<file path="src/rtl/mem_port_adapter.sv">
// CPU multicycle memory port to request/grant/valid physical memory bridge.
// Optional abort-on-timeout is enabled by defining MEM_TIMEOUT_EN.
module mem_port_adapter #(
    parameter int TIMEOUT_CYCLES = 64
) (
    input  logic        clk,
    input  logic        rst_n,
    input  logic        mem_read,
    input  logic        mem_write,
    input  logic [31:0] mem_address,
    input  logic [31:0] mem_wdata,
    input  logic [3:0]  mem_byte_enable,
    output logic [31:0] mem_rdata,
    output logic        mem_resp,
    output logic        mem_err,
    output logic        pmem_req,
    output logic        pmem_we,
    output logic [31:0] pmem_addr,
    output logic [31:0] pmem_wdata,
    output logic [3:0]  pmem_be,
    input  logic        pmem_gnt,
    input  logic        pmem_rvalid,
    input  logic [31:0] pmem_rdata
);

    localparam logic [1:0] S_IDLE = 2'd0;
    localparam logic [1:0] S_REQ  = 2'd1;
    localparam logic [1:0] S_WAIT = 2'd2;
    localparam logic [1:0] S_RESP = 2'd3;

    logic [1:0]  state_reg, state_next;
    logic        we_reg;
    logic [31:0] addr_reg, wdata_reg, rdata_reg;
    logic [3:0]  be_reg;
    logic        err_reg, skip_reg;

    logic        accept, complete, abort, stray, err_set;
    logic        timeout_hit, drain_active;

    // Address lanes below word granularity are never forwarded.
    logic unused_addr_bits;
    assign unused_addr_bits = ^mem_address[1:0];

`ifdef MEM_TIMEOUT_EN
    localparam int CW = (TIMEOUT_CYCLES > 2) ? $clog2(TIMEOUT_CYCLES) : 1;
    logic [CW-1:0] cnt_reg;
    logic          drain_reg;

    assign timeout_hit  = ((state_reg == S_REQ) || (state_reg == S_WAIT)) &&
                          (cnt_reg == CW'(TIMEOUT_CYCLES - 1));
    assign drain_active = drain_reg;

    // drain_reg swallows the late rvalid of an access that was granted but aborted.
    always_ff @(posedge clk or negedge rst_n) begin
        if (!rst_n) begin
            cnt_reg   <= '0;
            drain_reg <= 1'b0;
        end else begin
            if (accept)
                cnt_reg <= '0;
            else if ((state_reg == S_REQ) || (state_reg == S_WAIT))
                cnt_reg <= cnt_reg + CW'(1);
            if (abort && ((state_reg == S_WAIT) || pmem_gnt))
                drain_reg <= 1'b1;
            else if (pmem_rvalid && drain_reg)
                drain_reg <= 1'b0;
        end
    end
`else
    localparam int unused_timeout_cycles = TIMEOUT_CYCLES;
    assign timeout_hit  = 1'b0;
    assign drain_active = 1'b0;
`endif

    always_comb begin
        state_next = state_reg;
        accept     = 1'b0;
        complete   = (state_reg == S_WAIT) && pmem_rvalid && !drain_active;
        abort      = timeout_hit && !complete;
        stray      = pmem_rvalid && !drain_active && (state_reg != S_WAIT);
        err_set    = stray || abort;
        case (state_reg)
            S_IDLE: begin
                // skip_reg marks the cycle after RESP, where the CPU request is stale.
                if (!skip_reg && (mem_read || mem_write)) begin
                    accept     = 1'b1;
                    state_next = S_REQ;
                    if (mem_read && mem_write)
                        err_set = 1'b1;
                end
            end
            S_REQ:   if (pmem_gnt) state_next = S_WAIT;
            S_WAIT:  if (complete) state_next = S_RESP;
            default: state_next = S_IDLE;
        endcase
        if (abort)
            state_next = S_RESP;
    end

    always_ff @(posedge clk or negedge rst_n) begin
        if (!rst_n) begin
            state_reg <= S_IDLE;
            we_reg    <= 1'b0;
            addr_reg  <= '0;
            wdata_reg <= '0;
            be_reg    <= '0;
            rdata_reg <= '0;
            err_reg   <= 1'b0;
            skip_reg  <= 1'b0;
        end else begin
            state_reg <= state_next;
            skip_reg  <= (state_reg == S_RESP);
            if (err_set)
                err_reg <= 1'b1;
            if (accept) begin
                we_reg    <= mem_write;
                addr_reg  <= {mem_address[31:2], 2'b00};
                wdata_reg <= mem_wdata;
                be_reg    <= mem_byte_enable;
            end
            if (abort)
                rdata_reg <= '0;
            else if (complete && !we_reg)
                rdata_reg <= pmem_rdata;
        end
    end

    assign pmem_req   = (state_reg == S_REQ);
    assign mem_resp   = (state_reg == S_RESP);
    assign mem_err    = err_reg;
    assign mem_rdata  = rdata_reg;
    assign pmem_we    = we_reg;
    assign pmem_addr  = addr_reg;
    assign pmem_wdata = wdata_reg;
    assign pmem_be    = be_reg;

endmodule

</file>
<file path="config.mk">
export PLATFORM = sky130hd
export DESIGN_NAME = mem_port_adapter
export DESIGN_NICKNAME = d
export VERILOG_FILES = /design/src/rtl/mem_port_adapter.sv
export SDC_FILE = /design/constraint.sdc
export NUM_CORES = 1
export LEC_CHECK = 0
export CELL_PAD_IN_SITES_DETAIL_PLACEMENT = 1
export CELL_PAD_IN_SITES_GLOBAL_PLACEMENT = 1
export CORE_AREA = 4 4 112 156
export CTS_BUF_LIST = sky130_fd_sc_hd__clkbuf_8
export DETAILED_ROUTE_END_ITERATION = 12
export DIE_AREA = 0 0 116 160
export PLACE_DENSITY = 0.78
export SLEW_MARGIN = 20
export SYNTH_ARGS = -nofsm -noshare
export SYNTH_HDL_FRONTEND = slang
export SYNTH_SLANG_ARGS = --single-unit
export TNS_END_PERCENT = 30
</file>
<file path="constraint.sdc">
create_clock -name clk -period 1.6 [get_ports clk]
set_clock_uncertainty 0.05 [all_clocks]
set_input_delay 0.24 -clock clk [delete_from_list [all_inputs] [get_ports clk]]
set_output_delay 0.24 -clock clk [all_outputs]
set_load 0.1 [all_outputs]
</file>
-- Word-level counts from Yosys, hierarchy flattened
Index checks and enable logic that the tools add are counted.
- add/subtract/negate cells: 0
- multiply operators: 0
- div/mod/pow operators: 0
- $lt $le $gt $ge: 0
- equality and inequality tests: 7
- shift-type cells: 0
- muxes and demuxes: 9
- bitwise logic cells: 0
- reduce and logical (&&, ||, !) cells: 10
- operators by type and width (cell ; count):
    $mux 2 ; 3
    $ne 2x2->1 const B ; 3
    $pmux 2 s3 ; 1
    $logic_and 1x1->1 ; 5
    $mux 1 ; 5
    $eq 2x2->1 const B ; 2
    $reduce_and 3->1 ; 1
    $eq 2x1->1 const B ; 1
    $logic_not 1->1 ; 2
    $logic_not 2->1 ; 1
    $ne 2x1->1 const B ; 1
    $logic_or 1x1->1 ; 1
- bits in registers: 103
- bits in latches: 0
- memory bits (writable): 0
- ROM bits: 0
- input bits: 106
- logic and storage cells: 34
- memories kept: 0

-- Logic depth before layout (Yosys ltp)
- depth after elaboration: 5
- mapped depth: 6

-- Worst setup path before layout
OpenSTA, ideal clock, no wires.
- path kind: flip-flop to flip-flop
- start: register state_reg[1]
- end: register state_reg[1]
- library setup time: 125 ps
- arrival time: 1861 ps
- setup slack: -436 ps
- stages on the path, launching flop included: 5
- period minus slack after synthesis: 2036 ps
- path through: dfrtp_1 > inv_1 > ha_1 > a222oi_1 > mux2_2
- RTL lines (what ; line ; RTL):
    start: declaration ; 31 ; logic [1:0] state_reg, state_next;
    start signal: assignment ; 111 ; state_reg <= state_next;
    $eq 2x1->1 (*) ; - ;
    via pmem_req ; 16 ; output logic pmem_req,
    $ne 2x1->1 (no source line) ; - ;
    $reduce_and 3->1 (no source line) ; - ;
Mark *: on every way through the listed nets, which the timed path passes. The rest lies on a longest branch.
A chain may end at the register's enable or synchronous reset.

-- Worst setup path in the final report
- start: register state_reg[0]
- end: register addr_reg[8], in the netlist pmem_addr[8]
- cells in the longest elaborated chain, start to end: 2
- ends and longest elaborated chain (what ; line ; RTL):
    $logic_not 2->1 ; 82 ; case (state_reg)
    $mux 1 ; 82 ;
    end signal: assignment ; 117 ; addr_reg <= {mem_address[31:2], 2'b00};
    end: declaration ; 33 ; logic [31:0] addr_reg, wdata_reg, rdata_reg;
Every way passes these cells.

==> flow_summary_export.csv <==
group,metric,value,unit
cts,cts_max_level,3,
worst_setup_path,setup.worst_path.start_class,"register",
cells_and_area,area_growth,108,%
floorplanning,rows,55,
worst_setup_path,timing.rr.end,"pmem_addr[8]",
cts,clk_latency,0.36,ns
cts,clock-root-buffer,"clkbuf_8",
yosys,yosysTopAreaCellShare,0.655,
cts,clockBufferDepth,2,
yosys,synth_compound_area_frac,0.0108,
yosys,synth_xor_area_frac,0,
floorplanning,start_util,0.245,
routing,drt-pass1-iter-count,4,
cells_and_area,mostFrequentLayoutCell,"buf_12",
worst_setup_path,critPathBufInv,4,
placement,place.port_buffers,205,
worst_setup_path,required,1.80,ns
outcome,violations,"setup timing",
routing,vias_per_cell,4.29,
worst_setup_path,cpLargestDelayFamily,"buffers and inverters",
yosys,synthSimpleGateAreaFrac,0.00763,
cells_and_area,fill_cells,1543,
routing,drtIter0Drc,82,
global_route,grt-ovfl-total,0,
sta,final_max_slew_viol_count,0,
yosys,synth_top_family_by_area,"multiplexers",
cells_and_area,final_cell_mix,"108 x buf_12, 102 x clkdlybuf4s50_1, 102 x dfrtp_1, 73 x mux2_4, 20 x mux2_2",
worst_setup_path,cp_max_fo,8,
placement,dpl_cell_area,0.00737,sq mm
global_route,grt_max_degree,45,
routing,routed_wirelength,14000,microns
placement,pre_cts_ws,-0.345,ns
flow_run,maxCapViolCount,0,
worst_setup_path,worstRegToRegCells,7,
global_route,grt_pass1_vias,3448,
yosys,synth_area_leader_cell,"dfrtp_1",
routing,route.vias.total,2918,
yosys,yosysSeqAreaShare,0.655,
cts,clk_pin_slew,0.11,ns
sta,setup_viol,102,
global_route,grt_pass1_wl,20500,microns
sta,postLayoutSetupSlackWorst,-0.166,ns
cells_and_area,drive_above_1_share,0.531,
routing,antenna_left,0,
floorplanning,die_x,116,microns
worst_setup_path,max_stage_delay,0.41,ns
outcome,status,"complete, but fails checks",
global_route,gr-usage-all-layers,0.147,
cts,cts_tree,"built",
worst_setup_path,timing.critical_path.mode_cell,"buf_6",
cts,cts_buffers,9,
yosys,netlist_instances,235,
routing,wl_per_cell,20.5,microns
yosys,synth_area_leaders,"dfrtp_1 65%, mux2_2 20%, mux2_1 8.3%",
sta,rsz0062_at_grt,"true",
yosys,avgSynthCellArea,16.8,sq um
hold_path,worstHoldPathType,"in -> async",
routing,drc,0,
floorplanning,dieArea,0.0186,sq mm
cells_and_area,final_area,0.00820,sq mm
yosys,synth.cell_area,0.00394,sq mm
floorplanning,coreArea,0.0161,sq mm
sta,finalHoldViolCount,0,
worst_setup_path,cp_cell_sequence,"inv_2 -> ha_4 -> nor3b_4 -> buf_6 -> buf_6 -> buf_12 -> mux2_4",
cells_and_area,final_nets,585,
worst_setup_path,endpoint_kind,"register",
placement,dp_hpwl,10000,microns
cts,cts_sinks,103,
global_route,antenna_found_initial,1,
worst_setup_path,r2r-start,"state_reg[0]",
sta,fin_crit_sh,1.10,
worst_setup_path,timing_worst_setup_path_type,"reg -> reg",
sta,period_minus_slack,1.77,ns
placement,gp_congestion,0.723,
worst_setup_path,cp.arrival,1.97,ns
yosys,ys_warn_count,0,
yosys,synthMuxAreaShare,0.286,
floorplanning,die_y,160,microns
worst_setup_path,r2r_slack,-0.17,ns
yosys,yosys.area_share.adder,0.0127,
sta,fmax,566,MHz
yosys,synth_cell_types,17,
floorplanning,pin_count,210,
worst_setup_path,cp_slowest_cell,"dfrtp_1",
yosys,synth-seq-cells,103,
==> what timing repair did <==
action,in CTS,in global routing
buffers inserted,10,2
endpoints found under the setup margin,101,103
pin swaps,1,2
hold endpoints to repair,84,0
gates resized for setup,64,31
gates cloned,4,3
hold buffers,1,0
==> stage by stage <==
step           hold WS (ns)  cells   util  setup TNS, ns
2_1_floorplan        -0.106    236      -          -5.02
3_3_place_gp         0.0809    644  0.458         -22.01
3_5_place_dp         0.0840    644  0.458         -24.76
4_1_cts               0.203    674  0.497          -6.50
5_1_grt               0.233    680  0.509         -17.19
6_report              0.237    680  0.509         -11.52
==> layout make-up <==
cell class,count,area (sq um),share of cell area
tap,199,249,0.0304
clock buffer,9,124,0.0151
inverter,6,22.5,0.00275
multi-input combinational,115,1600,0.195
sequential,103,2580,0.315
antenna,1,2.50,0.000305
clock inverter,7,77.6,0.00946
timing repair buffer,240,3550,0.433
==> synthesized netlist by cell type <==
cell        n
mux2_2     70
dfrtp_1   103
and3b_1     1
buf_2       6
nor2_1      1
buf_6       3
a222oi_1    1
o21bai_1    3
mux2i_1     1
nor3b_2     1
inv_1       6
buf_4       3
mux2_1     29
a221o_1     1
nand3_1     1
ha_1        4
conb_1      1
==> metal layers <==
metal	global-route usage	routed length [microns]	vias to the layer above
met3	0.0390	802	17
li1	-	-	1298
met1	0.149	4770	1498
met2	0.278	8040	105
met5	0	0	-
met4	0.0544	353	0
==> worst register-to-register path: stages, from the launching register on <==
cell and delay, ns:
dfrtp_1 0.41, inv_2 0.11, ha_4 0.14, nor3b_4 0.23
buf_6 0.14, buf_6 0.12, buf_12 0.14, mux2_4 0.32
==> cells by family after synthesis <==
family          Yosys count
flops                   103
compound gates            5
mux                     100
simple gates              4
other cells               1
buf+inv                  18
fa+ha+maj                 4
==> worst max path at each step <==
stage / from / slack (ns) / depth (start not counted) / to
global placement: mem_write / -0.30 / 5 / pmem_wdata[23]
CTS: state_reg[1] / -0.13 / 5 / pmem_req
floorplan: state_reg[1] / -0.10 / 4 / state_reg[1]
detailed placement: mem_write / -0.35 / 5 / pmem_addr[8]
global route: state_reg[0] / -0.23 / 6 / pmem_addr[21]
finish: state_reg[0] / -0.17 / 7 / pmem_addr[8]
Power is not shown: default switching activity piles up to over one toggle a cycle in this logic, so the estimate is an artifact.
